--- config.mk ---
export PLATFORM = sky130hd
export DESIGN_NAME = tree_loader
export DESIGN_NICKNAME = d
export VERILOG_FILES = /design/src/rtl/tree_loader.sv
export SDC_FILE = /design/constraint.sdc
export NUM_CORES = 1
export LEC_CHECK = 0
export CORE_UTILIZATION = 45
export DETAILED_ROUTE_END_ITERATION = 10
export PLACE_DENSITY = 0.76
export SETUP_SLACK_MARGIN = 0.1
export SYNTH_ARGS = -nofsm -noshare
export SYNTH_HDL_FRONTEND = slang
export SYNTH_SLANG_ARGS = --single-unit
--- constraint.sdc ---
create_clock -name clk -period 6.4 [get_ports clk]
set_input_delay 1.92 -clock clk [delete_from_list [all_inputs] [get_ports clk]]
set_output_delay 1.92 -clock clk [all_outputs]
set_load 0.01 [all_outputs]
--- src/rtl/tree_loader.sv ---
// tree_loader: accepts packed tree-node words over a valid/ready stream and
// replays each node as four field writes (weight, parent, reward, action) onto
// the evaluator sideband. A one-cycle config beat announces the node count
// before the first node, and a done pulse follows the last action write.
module tree_loader #(
  parameter int NODE_SIZE        = 32,
  parameter int W_ADDR           = 10,
  parameter int MAX_DATA_WIDTH   = 12,
  parameter int MAX_CONFIG_WIDTH = 10
) (
  input  logic                        clk,
  input  logic                        rst,
  input  logic                        start,
  input  logic [W_ADDR-1:0]           num_nodes,
  input  logic                        in_valid,
  output logic                        in_ready,
  input  logic [NODE_SIZE-1:0]        in_node,
  output logic                        mem_weight,
  output logic                        mem_par,
  output logic                        mem_rew,
  output logic                        mem_act,
  output logic [W_ADDR-1:0]           mem_addr,
  output logic [MAX_DATA_WIDTH-1:0]   mem_data,
  output logic                        conf_nodes,
  output logic [MAX_CONFIG_WIDTH-1:0] conf_data,
  output logic                        busy,
  output logic                        done,
  output logic                        err
);

  // Node word layout, packed from the MSB down:
  //   parent (W_ADDR) | action (3) | reward (MAX_DATA_WIDTH, signed) | weight (rest)
  localparam int ACT_W   = 3;
  localparam int PAR_LSB = NODE_SIZE - W_ADDR;
  localparam int ACT_LSB = PAR_LSB - ACT_W;
  localparam int REW_LSB = ACT_LSB - MAX_DATA_WIDTH;
  localparam int WT_W    = REW_LSB;

  // The root has no parent; the evaluator expects an all-ones address there.
  localparam logic [W_ADDR-1:0] ROOT_PARENT = {W_ADDR{1'b1}};
  localparam logic [W_ADDR-1:0] MIN_NODES   = W_ADDR'(2);

  typedef enum logic [2:0] {
    IDLE,
    CONF,
    WAIT,
    WR_WT,
    WR_PAR,
    WR_REW,
    WR_ACT,
    DONE
  } state_t;

  state_t                 state_q, state_d;
  logic [W_ADDR-1:0]      count_q, count_d;
  logic [W_ADDR-1:0]      addr_q,  addr_d;
  logic [NODE_SIZE-1:0]   node_q,  node_d;
  logic                   err_q,   err_d;

  // Field views of the captured node word.
  logic [W_ADDR-1:0]         fld_parent;
  logic [ACT_W-1:0]          fld_action;
  logic [MAX_DATA_WIDTH-1:0] fld_reward;
  logic [WT_W-1:0]           fld_weight;
  logic                      last_node;

  assign fld_parent = node_q[NODE_SIZE-1:PAR_LSB];
  assign fld_action = node_q[PAR_LSB-1:ACT_LSB];
  assign fld_reward = node_q[ACT_LSB-1:REW_LSB];
  assign fld_weight = node_q[WT_W-1:0];

  // True while the node being written is the final one of the tree.
  assign last_node = (addr_q == (count_q - W_ADDR'(1)));

  // The write address is simply the node counter; it only moves between nodes.
  assign mem_addr = addr_q;
  assign err      = err_q;

  // State and datapath registers; active-low synchronous reset.
  always_ff @(posedge clk) begin
    if (!rst) begin
      state_q <= IDLE;
      count_q <= '0;
      addr_q  <= '0;
      node_q  <= '0;
      err_q   <= 1'b0;
    end else begin
      state_q <= state_d;
      count_q <= count_d;
      addr_q  <= addr_d;
      node_q  <= node_d;
      err_q   <= err_d;
    end
  end

  // Next-state logic and Moore-style sideband outputs.
  always_comb begin
    state_d    = state_q;
    count_d    = count_q;
    addr_d     = addr_q;
    node_d     = node_q;
    err_d      = 1'b0;
    in_ready   = 1'b0;
    mem_weight = 1'b0;
    mem_par    = 1'b0;
    mem_rew    = 1'b0;
    mem_act    = 1'b0;
    mem_data   = '0;
    conf_nodes = 1'b0;
    conf_data  = '0;
    done       = 1'b0;
    busy       = (state_q != IDLE);

    case (state_q)
      IDLE: begin
        if (start) begin
          if (num_nodes >= MIN_NODES) begin
            count_d = num_nodes;
            addr_d  = '0;
            state_d = CONF;
          end else begin
            // A tree needs a root and at least one child.
            err_d = 1'b1;
          end
        end
      end

      CONF: begin
        conf_nodes = 1'b1;
        conf_data  = MAX_CONFIG_WIDTH'(count_q);
        state_d    = WAIT;
      end

      WAIT: begin
        in_ready = 1'b1;
        if (in_valid) begin
          node_d  = in_node;
          state_d = WR_WT;
        end
      end

      WR_WT: begin
        mem_weight = 1'b1;
        mem_data   = MAX_DATA_WIDTH'(fld_weight);
        state_d    = WR_PAR;
      end

      WR_PAR: begin
        mem_par  = 1'b1;
        mem_data = (addr_q == '0) ? MAX_DATA_WIDTH'(ROOT_PARENT)
                                  : MAX_DATA_WIDTH'(fld_parent);
        state_d  = WR_REW;
      end

      WR_REW: begin
        // Raw two's-complement pattern; the consumer reinterprets the sign.
        mem_rew  = 1'b1;
        mem_data = fld_reward;
        state_d  = WR_ACT;
      end

      WR_ACT: begin
        mem_act  = 1'b1;
        mem_data = MAX_DATA_WIDTH'(fld_action);
        // Accepting the next word here keeps the stream at one node per
        // four cycles instead of paying an extra WAIT cycle per node.
        in_ready = !last_node;
        if (last_node) begin
          state_d = DONE;
        end else begin
          addr_d = addr_q + W_ADDR'(1);
          if (in_valid) begin
            node_d  = in_node;
            state_d = WR_WT;
          end else begin
            state_d = WAIT;
          end
        end
      end

      DONE: begin
        done    = 1'b1;
        state_d = IDLE;
      end

      default: begin
        state_d = IDLE;
      end
    endcase
  end

endmodule

# ---- Word-level counts from Yosys, hierarchy flattened
# Index checks and enable logic that the tools add are counted.
dict set report classes {
  add_sub_neg 2
  magnitude_cmp 1
  n_eq_ne 12
  muxes 24
  n_reduce_logical 11
}
# op n
set ops {}
lappend ops {{$mux W32} 2}
lappend ops {{$pmux W32 S2} 1}
lappend ops {{$mux W10} 5}
lappend ops {{$pmux W12 S4} 1}
lappend ops {{$pmux W3 S8} 1}
lappend ops {{$pmux W10 S2} 1}
lappend ops {{$eq A3 B3 Y1 const B} 4}
lappend ops {{$mux W3} 4}
lappend ops {{$add A10 B1 Y10 const B} 1}
lappend ops {{$eq A10 B10 Y1} 1}
lappend ops {{$ge A10 B2 Y1 const B} 1}
lappend ops {{$logic_not A10 Y1} 1}
lappend ops {{$sub A10 B1 Y10 const B} 1}
lappend ops {{$reduce_and A3 Y1} 3}
lappend ops {{$mux W1} 8}
lappend ops {{$ne A2 B2 Y1 const B} 4}
lappend ops {{$eq A3 B2 Y1 const B} 2}
lappend ops {{$reduce_and A4 Y1} 1}
lappend ops {{$reduce_bool A2 Y1} 2}
lappend ops {{$eq A3 B1 Y1 const B} 1}
lappend ops {{$logic_not A3 Y1} 1}
lappend ops {{$reduce_bool A3 Y1} 1}
lappend ops {{$pmux W1 S2} 1}
lappend ops {{$reduce_and A2 Y1} 1}
lappend ops {{$logic_not A1 Y1} 1}
dict set report totals {
  reg_bits 56
  inputBits 46
  output_inout_bits 41
  word_cells 55
}

# ---- Depth between registers and ports, before layout
# Gate-level depths: netlist (run 1).
dict set report depth {
  ltp_word 4
  mapped_depth 10
  mapped_depth_nobuf 8
}

# ---- Worst setup path before layout (run 1)
# Ideal clock, no wire load.
dict set report synth_timing {
  path_type {flip-flop to output port}
  startpoint {reg count_q[0]}
  endpoint {out in_ready}
  t_arrival_ns 2.344
  required_time_ns 4.480
  setup_slack_ns 2.136
  path_stages_with_launch 11
  n_path_buf 2
  path_cell_list {dfxtp_1 > inv_1 > ha_1 > buf_1 > o21ba_2 > a221oi_1 > a41oi_1 > a2111oi_4 > buf_6 > nand3_1 > and2_1}
}
dict set report synth_between {
  elab_chain_len 4
}
# item line_no
set synth_rtl {}
lappend synth_rtl {{start: declaration} 55} ;# logic [W_ADDR-1:0] count_q, count_d;
lappend synth_rtl {{start signal: assignment} 89} ;# count_q <= count_d;
lappend synth_rtl {{$sub A10 B1 Y10} 73} ;# assign last_node = (addr_q == (count_q - W_ADDR'(1)));
lappend synth_rtl {{$eq A10 B10 Y1} 73}
lappend synth_rtl {{$logic_not A1 Y1} 167} ;# in_ready = !last_node;
lappend synth_rtl {{$pmux W1 S2} 114} ;# case (state_q)
lappend synth_rtl {{end: declaration} 16} ;# output logic in_ready,
# No other way between the ends.

# ---- Final worst setup path (run 1)
# Same ends and word-level chain as after synthesis.

==> flow_metrics.tcl, run 1 <==
set metrics [dict create \
    grt_pass1_wl_um 13190 \
    multi_input_area_mm2 0.001874 \
    core_area_mm2 0.006794 \
    clockBufferDepth 2 \
    synth_cells 384 \
    min_period_ns 5.061 \
    syn-num-nets 433 \
    mostFrequentLayoutCells "nand2_1, clkdlybuf4s50_1, dfxtp_1, mux2i_1, nor2_1" \
    min_from "node_q[25]$_SDFFE_PN0P_" \
    drt.antenna.violating_nets 0 \
    antenna_found_initial 0 \
    synth-async-reset-ratio 0 \
    io_pins 87 \
    register_area_mm2 0.001121 \
    required_ns 4.48 \
    outcome "complete, no violations" \
    vdd_drop_max_mv 0.09136 \
    cts_resized 0 \
    timing.rr.end "node_q[0]$_SDFFE_PN0P_" \
    avgSynthCellArea_um2 8.198 \
    die-height_um 85.64 \
    cts_root_buf "clkbuf_8" \
    synth_top_flop_cell "dfxtp_1" \
    port_buffers 86 \
    hold_viol_final 0 \
    remaining_drc_errors 0 \
    slew_viol_final 0 \
    critPathKind "reg2out" \
    nFillCells 622 \
    cts_setup_buffers 0 \
    wirelength_um 7876 \
    leakage_uw 0.001544 \
    hold_class "reg2reg" \
    grt_max_degree 68 \
    clk_latency_ns 0.31 \
    synth_area_mm2 0.003148 \
    clkTransAtPathRegs_ns 0.10 \
    syn_to_final_growth_pct 31.16 \
    synth_edf_count 0 \
    drtIter0Drc 180 \
    rows 30 \
    dr.pass1.iters 5 \
    finalClockSkew_ns 0.006762 \
    cts.hold.buffers_added 0 \
    hpwl_um 5661 \
    tightest_slew_ns 1.061 \
    setup_viol 0 \
    ys_seq_area_frac 0.3561 \
    layout-drive-gt1-share 0.05033 \
    tns_ns 0 \
    initial_utilization 0.4634 \
    dieArea_mm2 0.007334 \
    die_w_um 85.64 \
    fin_util 0.6077 \
    gr-usage-all-layers 0.2217 \
    cts_buffers 5 \
    cp-start-kind "flip-flop" \
    final_nets 505 \
    setup.worst_path.end "in_ready" \
    cts_sinks 56 \
    layout_commonest_cell "nand2_1" \
    via_per_inst 5.338 \
    timing.hold.ws_ns 0.4595 \
    via_count 2952 \
    critPathLaunch "count_q[0]$_SDFFE_PN0P_" \
    max-slew-margin-rel 0.2909 \
    p_per_area_mw_per_mm2 182.9 \
    ys_warn_count 0 \
    reg2reg_from "count_q[0]$_SDFFE_PN0P_" \
    clock.fmax_mhz 197.6 \
    cts_tree "yes" \
    synth-seq-cells 56 \
    ys_types 53 \
    r2r_cells 10 \
    dpl.cell_count 545 \
    grt_setup_unrepaired "no" \
    fin_crit_sh 0.7907 \
    cts_max_level 2 \
    gp_congestion 0.8398 \
    grt_pass1_vias 2749 \
    grt_overflow 0 \
    cp.arrival_ns 3.14 \
    routedWlPerCell_um 14.24 \
    reg2reg_slack_ns 3.58 \
    end_kind "output pin" \
    max_cap_violations 0 \
    n_antenna_cell 0 \
    fin_cells 553 \
    critPathMaxFanout 15 \
]
state kept, by name (all words and copies together), names as in the netlist:
name      count
count_q      10
state_q       3
err           1
node_q       32
mem_addr     10
where the power goes:
| part | total (uW) | switching, uW | internal, uW |
|---|---|---|---|
| clock network | 201 | 112 | 88.7 |
| logic | 171 | 84.8 | 86.6 |
| registers | 383 | 20.1 | 363 |
critical path: stages (launching register included):
cell	delay (ns)
dfxtp_1	0.46
inv_1	0.09
ha_1	0.30
o21ba_2	0.23
a221oi_1	0.27
a41oi_1	0.11
a2111oi_4	0.35
buf_4	0.26
nand3_1	0.09
and2_1	0.20
clkdlybuf4s50_1	0.47
cell usage after synthesis, drive strengths merged, types with 7 or more instances:
cell	count	area [um^2]
dfxtp	56	1121
nor2	17	63.81
nand3	7	35.03
mux2i	46	460.4
or3	7	48.80
inv	7	26.28
o21ai	16	83.83
nand2	95	359.1
a21oi	11	55.05
and2	12	75.07
clkbuf	20	75.07
a22oi	7	52.55
per-layer routing:
| layer | track usage | part of all wire | up-vias |
|---|---|---|---|
| li1 | - | - | 1482 |
| met1 | 0.2937 | 0.47 | 1381 |
| met2 | 0.3767 | 0.48 | 83 |
| met3 | 0.03561 | 0.048 | 6 |
| met4 | 0.05606 | 0.0072 | 0 |
| met5 | 0 | 0 | - |
area by class of cell:
type                            instances  area share
Clock buffer                            8     0.02182
Timing Repair Buffer                   91      0.2164
Inverter                                8    0.007273
Sequential cell                        56      0.2715
Multi-Input combinational cell        294      0.4539
Tap cell                               96     0.02909
worst min-delay path by stage:
stage / end / slack, ns / depth (start not counted)
after CTS: node_q[24]$_SDFFE_PN0P_ / 0.46 / 2
after floorplan: node_q[17]$_SDFFE_PN0P_ / 0.43 / 2
final: node_q[25]$_SDFFE_PN0P_ / 0.46 / 2
after detailed placement: node_q[24]$_SDFFE_PN0P_ / 0.44 / 2
after global placement: node_q[26]$_SDFFE_PN0P_ / 0.44 / 2
after global routing: node_q[6]$_SDFFE_PN0P_ / 0.48 / 2
cells by family (layout without fill, tap and decap cells):
group | Yosys count | in the layout | share of synthesized area
and+or+nand+nor | 180 | 180 | 0.2786
adders and majority gates | 3 | 3 | 0.01192
xor gates and xnor gates | 10 | 10 | 0.02782
muxes | 46 | 46 | 0.1463
buffers and inverters | 34 | 107 | 0.05047
AOI/OAI and AO/OA | 55 | 55 | 0.1288
DFF | 56 | 56 | 0.3561
through the flow:
stage          setup slack [ns]  instance area [um^2]  power, uW
6_report                  1.339                  4129      755.0
5_1_grt                   1.140                  4129      792.3
4_1_cts                   1.327                  4129      759.6
3_5_place_dp              1.673                  4039      561.8
3_3_place_gp              1.772                  4039      558.7
2_1_floorplan             2.136                  3148      493.9
(Power assumes the default switching activity.)
==> inputs of run 2 (changes only) <==
- clock period: 6.4 -> 4.7 ns (I/O delays scaled with it)
==> flow_metrics.tcl, run 2 (same netlist as run 1, synthesis figures left out) <==
set metrics [dict create \
    outcome "complete, no violations" \
    vdd_drop_max_mv 0.1115 \
    cts_max_level 2 \
    setup_viol 0 \
    register_area_mm2 0.001121 \
    fin_util 0.6103 \
    clkTransAtPathRegs_ns 0.10 \
    largest_register "node_q" \
    critPathMaxFanout 7 \
    dieArea_mm2 0.007334 \
    drt-met1-wl_um 3525 \
    hold_class "reg2reg" \
    via_per_inst 5.326 \
    drtIter0Drc 134 \
    fin_ws_ns 0.3593 \
    grt_max_degree 67 \
    cp_cell_sequence "inv_1 > ha_1 > o21ba_2 > a221oi_1 > a41oi_1 > a2111oi_4 > nand3_1 > and2_1 > clkdlybuf4s50_1" \
    io_pins 87 \
    wl_met3_um 554 \
    tightest_slew_ns 0.9577 \
    multi_input_area_mm2 0.001874 \
    hpwl_um 5603 \
    layout-drive-gt1-share 0.05870 \
    die-height_um 85.64 \
    critPathKind "reg2out" \
    routedWlPerCell_um 13.91 \
    antenna_found_initial 0 \
    cts_resized 0 \
    via_count 2961 \
    grt_pass1_vias 2734 \
    largest_reg_flops 32 \
    n_antenna_cell 0 \
    crit_path_top_delay_cell "clkdlybuf4s50_1" \
    grt_setup_unrepaired "no" \
    dpl_worst_slack_ns 0.7040 \
    route.met2.wl_um 3579 \
    syn_to_final_growth_pct 31.72 \
    required_ns 3.29 \
    clockBufferDepth 2 \
    cts_setup_buffers 0 \
    cts_sinks 56 \
    cts_root_buf "clkbuf_8" \
    fin_crit_sh 0.9236 \
    mostFrequentLayoutCells "nand2_1, clkdlybuf4s50_1, dfxtp_1, mux2i_1, nor2_1" \
    initial_utilization 0.4634 \
    tns_ns 0 \
    cts_tree "yes" \
    nFillCells 621 \
    remaining_drc_errors 0 \
    cp.arrival_ns 2.93 \
    layout_commonest_cell "nand2_1" \
    cp-start-kind "flip-flop" \
    slew_viol_final 0 \
    grt_pass1_wl_um 12790 \
    top_layer "met4" \
    cts_buffers 5 \
    min_period_ns 4.341 \
    wirelength_um 7736 \
    end_kind "output pin" \
    gp_congestion 0.8640 \
    gr-usage-all-layers 0.2157 \
    hold_viol_final 0 \
    clock.fmax_mhz 230.4 \
    max_stage_delay_ns 0.47 \
    cts.hold.buffers_added 0 \
    drt.antenna.violating_nets 0 \
    max_cap_violations 0 \
    clk_latency_ns 0.31 \
    leakage_uw 0.001560 \
    dr.pass1.iters 4 \
    grt_overflow 0 \
    die_w_um 85.64 \
    core_area_mm2 0.006794 \
    max-slew-margin-rel 0.3562 \
    finalClockSkew_ns 0.009413 \
    port_buffers 86 \
    p_per_area_mw_per_mm2 244.7 \
    final_nets 509 \
    rows 30 \
]
==> run 2: cell types whose count changed in the layout (fill, tap and decap cells not counted), sizes merged <==
cell	before	now
clkinv	1	2
buf	6	10
clkbuf	8	6
==> run 2: final timing paths <==
kind	slack, ns	end	cells past startpoint	startpoint
worst max-delay path	0.36	in_ready	9	count_q[0]$_SDFFE_PN0P_
worst min-delay path	0.46	node_q[17]$_SDFFE_PN0P_	2	node_q[17]$_SDFFE_PN0P_
worst max register to register	1.82	node_q[0]$_SDFFE_PN0P_	10	count_q[0]$_SDFFE_PN0P_
worst min register to register	0.46	node_q[17]$_SDFFE_PN0P_	2	node_q[17]$_SDFFE_PN0P_
==> run 2: critical path, delay by kind of cell (launching register included) <==
family / cells / cell delay (ns)
AO/OA/AOI/OAI: 4 / 0.99
buffers and inverters: 2 / 0.56
flip-flops: 1 / 0.45
AND/OR/NAND/NOR: 2 / 0.30
adder cells (fa/ha/maj): 1 / 0.30
==> run 2: power breakdown <==
group / total (uW) / internal [uW] / switching, uW
Combinational: 241 / 124 / 117
Sequential: 520 / 494 / 26.2
Clock: 253 / 102 / 151
==> run 2: per-layer routing <==
layer  vias up  track usage
li1       1480            -
met1      1356       0.2818
met2       117       0.3665
met3         8      0.03754
met4         0      0.06061
met5         -            0
==> run 2: metrics by stage <==
step / total power (uW) / std cells / hold slack (ns) / cell area (um^2)
floorplan: 672.5 / 384 / 0.4305 / 3148
global placement: 768.1 / 549 / 0.4413 / 4069
detailed placement: 771.6 / 549 / 0.4474 / 4069
CTS: 1017 / 556 / 0.4589 / 4146
global route: 1061 / 556 / 0.4796 / 4146
finish: 1015 / 556 / 0.4603 / 4146
==> run 2: area by class of cell <==
cell class,count,area share
multi-input combinational,294,0.4520
sequential,56,0.2704
timing repair buffer,95,0.2227
tap,96,0.02897
clock buffer,6,0.01750
inverter,8,0.007242
clock inverter,1,0.001207
==> patch 1: new RTL, flow settings as in run 1 <==
Encoding of `state_t`: now one-hot (8 bits for 8 states).
--- a/src/rtl/tree_loader.sv
+++ b/src/rtl/tree_loader.sv
@@ -41,13 +41,13 @@
   localparam logic [W_ADDR-1:0] MIN_NODES   = W_ADDR'(2);
 
-  typedef enum logic [2:0] {
-    IDLE,
-    CONF,
-    WAIT,
-    WR_WT,
-    WR_PAR,
-    WR_REW,
-    WR_ACT,
-    DONE
+  typedef enum logic [7:0] {
+    IDLE   = 8'b00000001,
+    CONF   = 8'b00000010,
+    WAIT   = 8'b00000100,
+    WR_WT  = 8'b00001000,
+    WR_PAR = 8'b00010000,
+    WR_REW = 8'b00100000,
+    WR_ACT = 8'b01000000,
+    DONE   = 8'b10000000
   } state_t;
 
Function: no difference found for any inputs over 10 cycles, from zero or initial values and one cycle with rst low; not proved beyond that.
==> patch 1 against run 1 <==
Combinational power decreased by 23%; synthesized area increased by 7.8%; final area increased by 8.7%; power increased by 19%; wire length increased by 9.7%; non-clock buffer count increased by 1; worst setup slack got worse by 760 ps; sequential cell count increased by 5.
==> patch 1: results (changes against run 1) <==
sta:
  slew_headroom: 0.199  # was 0.291
  hold-worst-slack_ps: 459  # was 460 ps
critical_path:
  r2r_slack_ps: 2940  # was 3580 ps
  rr_startpoint: "state_q[1]"  # was count_q[0]
  reg2reg_to: "node_q[6]"  # was node_q[0]
  worstPathArrival_ps: 3900  # was 3140 ps
routing:
  drt_pre_antenna_iters: 4  # was 5
  met1_length_um: 3660  # was 3670 um
  routed-wl-met3_um: 747  # was 381 um
  finalWirelength_um: 8640  # was 7880 um
  wl_per_cell_um: 14.7  # was 14.2 um
clocking:
  cts_max_level: 3  # was 2
  cts.clk_slew.worst_paths_ps: 70  # was 100 ps
power:
  p_leak_nw: 1.67  # was 1.54 nW
place:
  placed_area_um2: 4270  # was 4040 um^2
  dp_hpwl_um: 6260  # was 5660 um
  post-place-ws_ps: 944  # was 1670 ps
hold_path:
  worstHoldEndpoint: "node_q[17]"  # was node_q[25]
finish:
  final_nets: 534  # was 505
  fin_util: 0.619  # was 0.608
global_route:
  grt_pass1_vias: 2959  # was 2749
  grt_max_degree: 70  # was 68
logic_synthesis:
  synth_cell_type_count: 63  # was 53
  syn-num-nets: 460  # was 433
  postSynthCellCount: 411  # was 384
run_status:
  status: "finished clean"  # unchanged
[patch 1: worst max-delay path by stage]
stage | slack (ps) | from | to
after floorplan | 1920 | count_q[0] | in_ready
after global routing | 340 | count_q[1] | in_ready
after global placement | 1090 | count_q[0] | in_ready
final | 580 | count_q[0] | in_ready
after detailed placement | 940 | count_q[0] | in_ready
after CTS | 580 | count_q[0] | in_ready
[patch 1: per-layer routing]
metal	vias up	global-route usage
met5	-	0
met4	0	0.0748
met3	12	0.0681
met2	126	0.390
met1	1457	0.281
li1	1583	-
[patch 1: critical path, stage by stage, from the launching register on]
cell and delay, ps:
dfxtp_1 370, inv_1 80, ha_1 370, or4b_4 520, or4_1 470, a31o_1 260
o21ai_2 520, a21oi_2 180, or2_2 310, clkdlybuf4s50_1 480
[patch 1: cells by family (layout without fill, tap and decap cells)]
| logic type | Yosys count | count (layout) | share of synthesized area |
|---|---|---|---|
| simple gates | 191 | 191 | 0.276 |
| fa+ha+maj | 3 | 3 | 0.0111 |
| mux | 44 | 44 | 0.130 |
| flops | 61 | 61 | 0.360 |
| compound gates | 62 | 62 | 0.144 |
| buf+inv | 41 | 119 | 0.0560 |
| xor+xnor | 9 | 9 | 0.0232 |
[patch 1: area by class of cell]
| type | count | area share |
|---|---|---|
| Clock buffer | 11 | 0.0315 |
| Clock inverter | 4 | 0.0162 |
| Inverter | 12 | 0.0100 |
| Multi-Input combinational cell | 309 | 0.442 |
| Sequential cell | 61 | 0.272 |
| Tap cell | 99 | 0.0276 |
| Timing Repair Buffer | 92 | 0.201 |
[patch 1: where the power goes]
part | leakage, nW | total [mW] | internal, mW | switching (mW)
logic | 1.07 | 0.131 | 0.0626 | 0.0685
clock network | 0.105 | 0.373 | 0.227 | 0.146
registers | 0.493 | 0.397 | 0.386 | 0.0106
==> patch 2: new RTL, settings of run 1 <==
Made on the original files. `W_ADDR`: 10 -> 8.
--- a/src/rtl/tree_loader.sv
+++ b/src/rtl/tree_loader.sv
@@ -5,5 +5,5 @@
 module tree_loader #(
   parameter int NODE_SIZE        = 32,
-  parameter int W_ADDR           = 10,
+  parameter int W_ADDR           = 8,
   parameter int MAX_DATA_WIDTH   = 12,
   parameter int MAX_CONFIG_WIDTH = 10
Interface: changed (resized mem_addr and num_nodes); port bits go from 87 to 83. The function was not compared with the original's and may differ.
==> patch 2 against run 1 <==
Worst setup slack improved by 100 ps; wire length fell by 16%; die area fell by 11%; highest routed layer unchanged; synthesized area fell by 11%; via count fell by 13%; first-iteration DRC count fell by 41%; final area fell by 10%; critical path depth fell by 2; non-clock buffer count fell by 8; power fell by 8.1%; sequential cell count fell by 4; final cell count fell by 13%; register-to-register slack improved by 20 ps.
==> patch 2: results (changes against run 1) <==
logic_synthesis:
  synthTopCellsByCount: "84 x nand2_1, 52 x dfxtp_1, 38 x mux2i_1, 16 x and2_1, 16 x clkbuf_1"  # was 94 x nand2_1, 56 x dfxtp_1, 46 x mux2i_1, 20 x clkbuf_1, 17 x nor2_1
  synthTopCellsByArea: "dfxtp_1 37%, mux2i_1 14%, nand2_1 11%, and2_1 3.6%, nor2b_1 2.7%"  # was dfxtp_1 36%, mux2i_1 15%, nand2_1 11%, and2_1 2.4%, clkbuf_1 2.4%
  synth_cell_type_count: 46  # was 53
  async_flop_share: 0  # unchanged
  ys_seq_area_frac: 0.371  # was 0.356
routing:
  drt_first_iter_violations: 106  # was 180
  routed-via-count: 2572  # was 2952
  wl_per_cell_um: 13.8  # was 14.2 um
global_route:
  grt_pass1_vias: 2274  # was 2749
  grt_usage: 0.208  # was 0.222
  grt_max_degree: 81  # was 68
hold_path:
  worstHoldEndpoint: "node_q[26]"  # was node_q[25]
  hp-start: "node_q[26]"  # was node_q[25]
critical_path:
  slowest_delay_ps: 630  # was 470 ps
  rr_worst_depth: 9  # was 10
  crit_path_max_fanout: 19  # was 15
  worstPathArrival_ps: 3040  # was 3140 ps
  reg2reg_to: "node_q[7]"  # was node_q[0]
  critPathSlowestCell: "a211oi_4"  # was clkdlybuf4s50_1
  r2r_slack_ps: 3600  # was 3580 ps
finish:
  nFillCells: 551  # was 622
  final_nets: 451  # was 505
  layout-drive-gt1-share: 0.0395  # was 0.0503
  top_register: "node_q"  # unchanged
place:
  numPortBuffers: 80  # was 86
  dp_hpwl_um: 4730  # was 5660 um
  place_congestion: 0.842  # was 0.840
sta:
  clock_skew_ps: 7.19  # was 6.76 ps
  hold-worst-slack_ps: 458  # was 460 ps
  slew_headroom: 0.364  # was 0.291
  finalHoldViolations: 0  # unchanged
power:
  p_leak_nw: 1.35  # was 1.54 nW
  ir_drop_uv: 132  # was 91.4 uV
run_status:
  status: "finished clean"  # unchanged
[patch 2: report_power, final]
part	switching (mW)	internal, mW	total (mW)
registers	0.0174	0.338	0.356
clock network	0.104	0.0884	0.192
logic	0.0672	0.0790	0.146
[patch 2: cells by family after synthesis]
logic type	synth area share
AOI/OAI and AO/OA	0.130
xor gates and xnor gates	0.0268
adders and majority gates	0.0134
buffers and inverters	0.0513
DFF	0.371
muxes	0.136
other	0.00134
and+or+nand+nor	0.270
[patch 2: how the worst max path moves through the flow]
| stage | slack, ps | startpoint | to | cells after the start |
|---|---|---|---|---|
| after floorplan | 2450 | count_q[0] | in_ready | 8 |
| after global placement | 1860 | count_q[0] | in_ready | 8 |
| after detailed placement | 1760 | count_q[0] | in_ready | 8 |
| after CTS | 1410 | count_q[0] | in_ready | 8 |
| after global routing | 1260 | count_q[0] | in_ready | 8 |
| final | 1440 | count_q[0] | in_ready | 8 |
[patch 2: area by class of cell]
type,count,area share
Sequential cell,52,0.282
Tap cell,75,0.0254
Inverter,8,0.00812
Multi-Input combinational cell,254,0.439
Timing Repair Buffer,83,0.221
Clock buffer,8,0.0244
[patch 2: tightest hold or removal path, cell delays in order, from the launching register on]
cell and delay, ps:
dfxtp_1 310, nand2_1 50, mux2i_1 50
[patch 2: per-layer routing]
layer  global-route usage  up-vias  share of wire
met5                    0        -              0
met4               0.0804        0          0.021
met3               0.0404       12          0.058
met2                0.350       83           0.48
met1                0.261     1190           0.44
li1                     -     1287              -
[patch 2: stage by stage]
step                       util  worst slack (ps)  std cells  cell area (um^2)
after floorplan               -              2450        336              2810
after global placement    0.605              1860        472              3610
after detailed placement  0.605              1760        472              3610
after CTS                 0.621              1410        480              3700
after global routing      0.621              1260        480              3700
final                     0.621              1440        480              3700
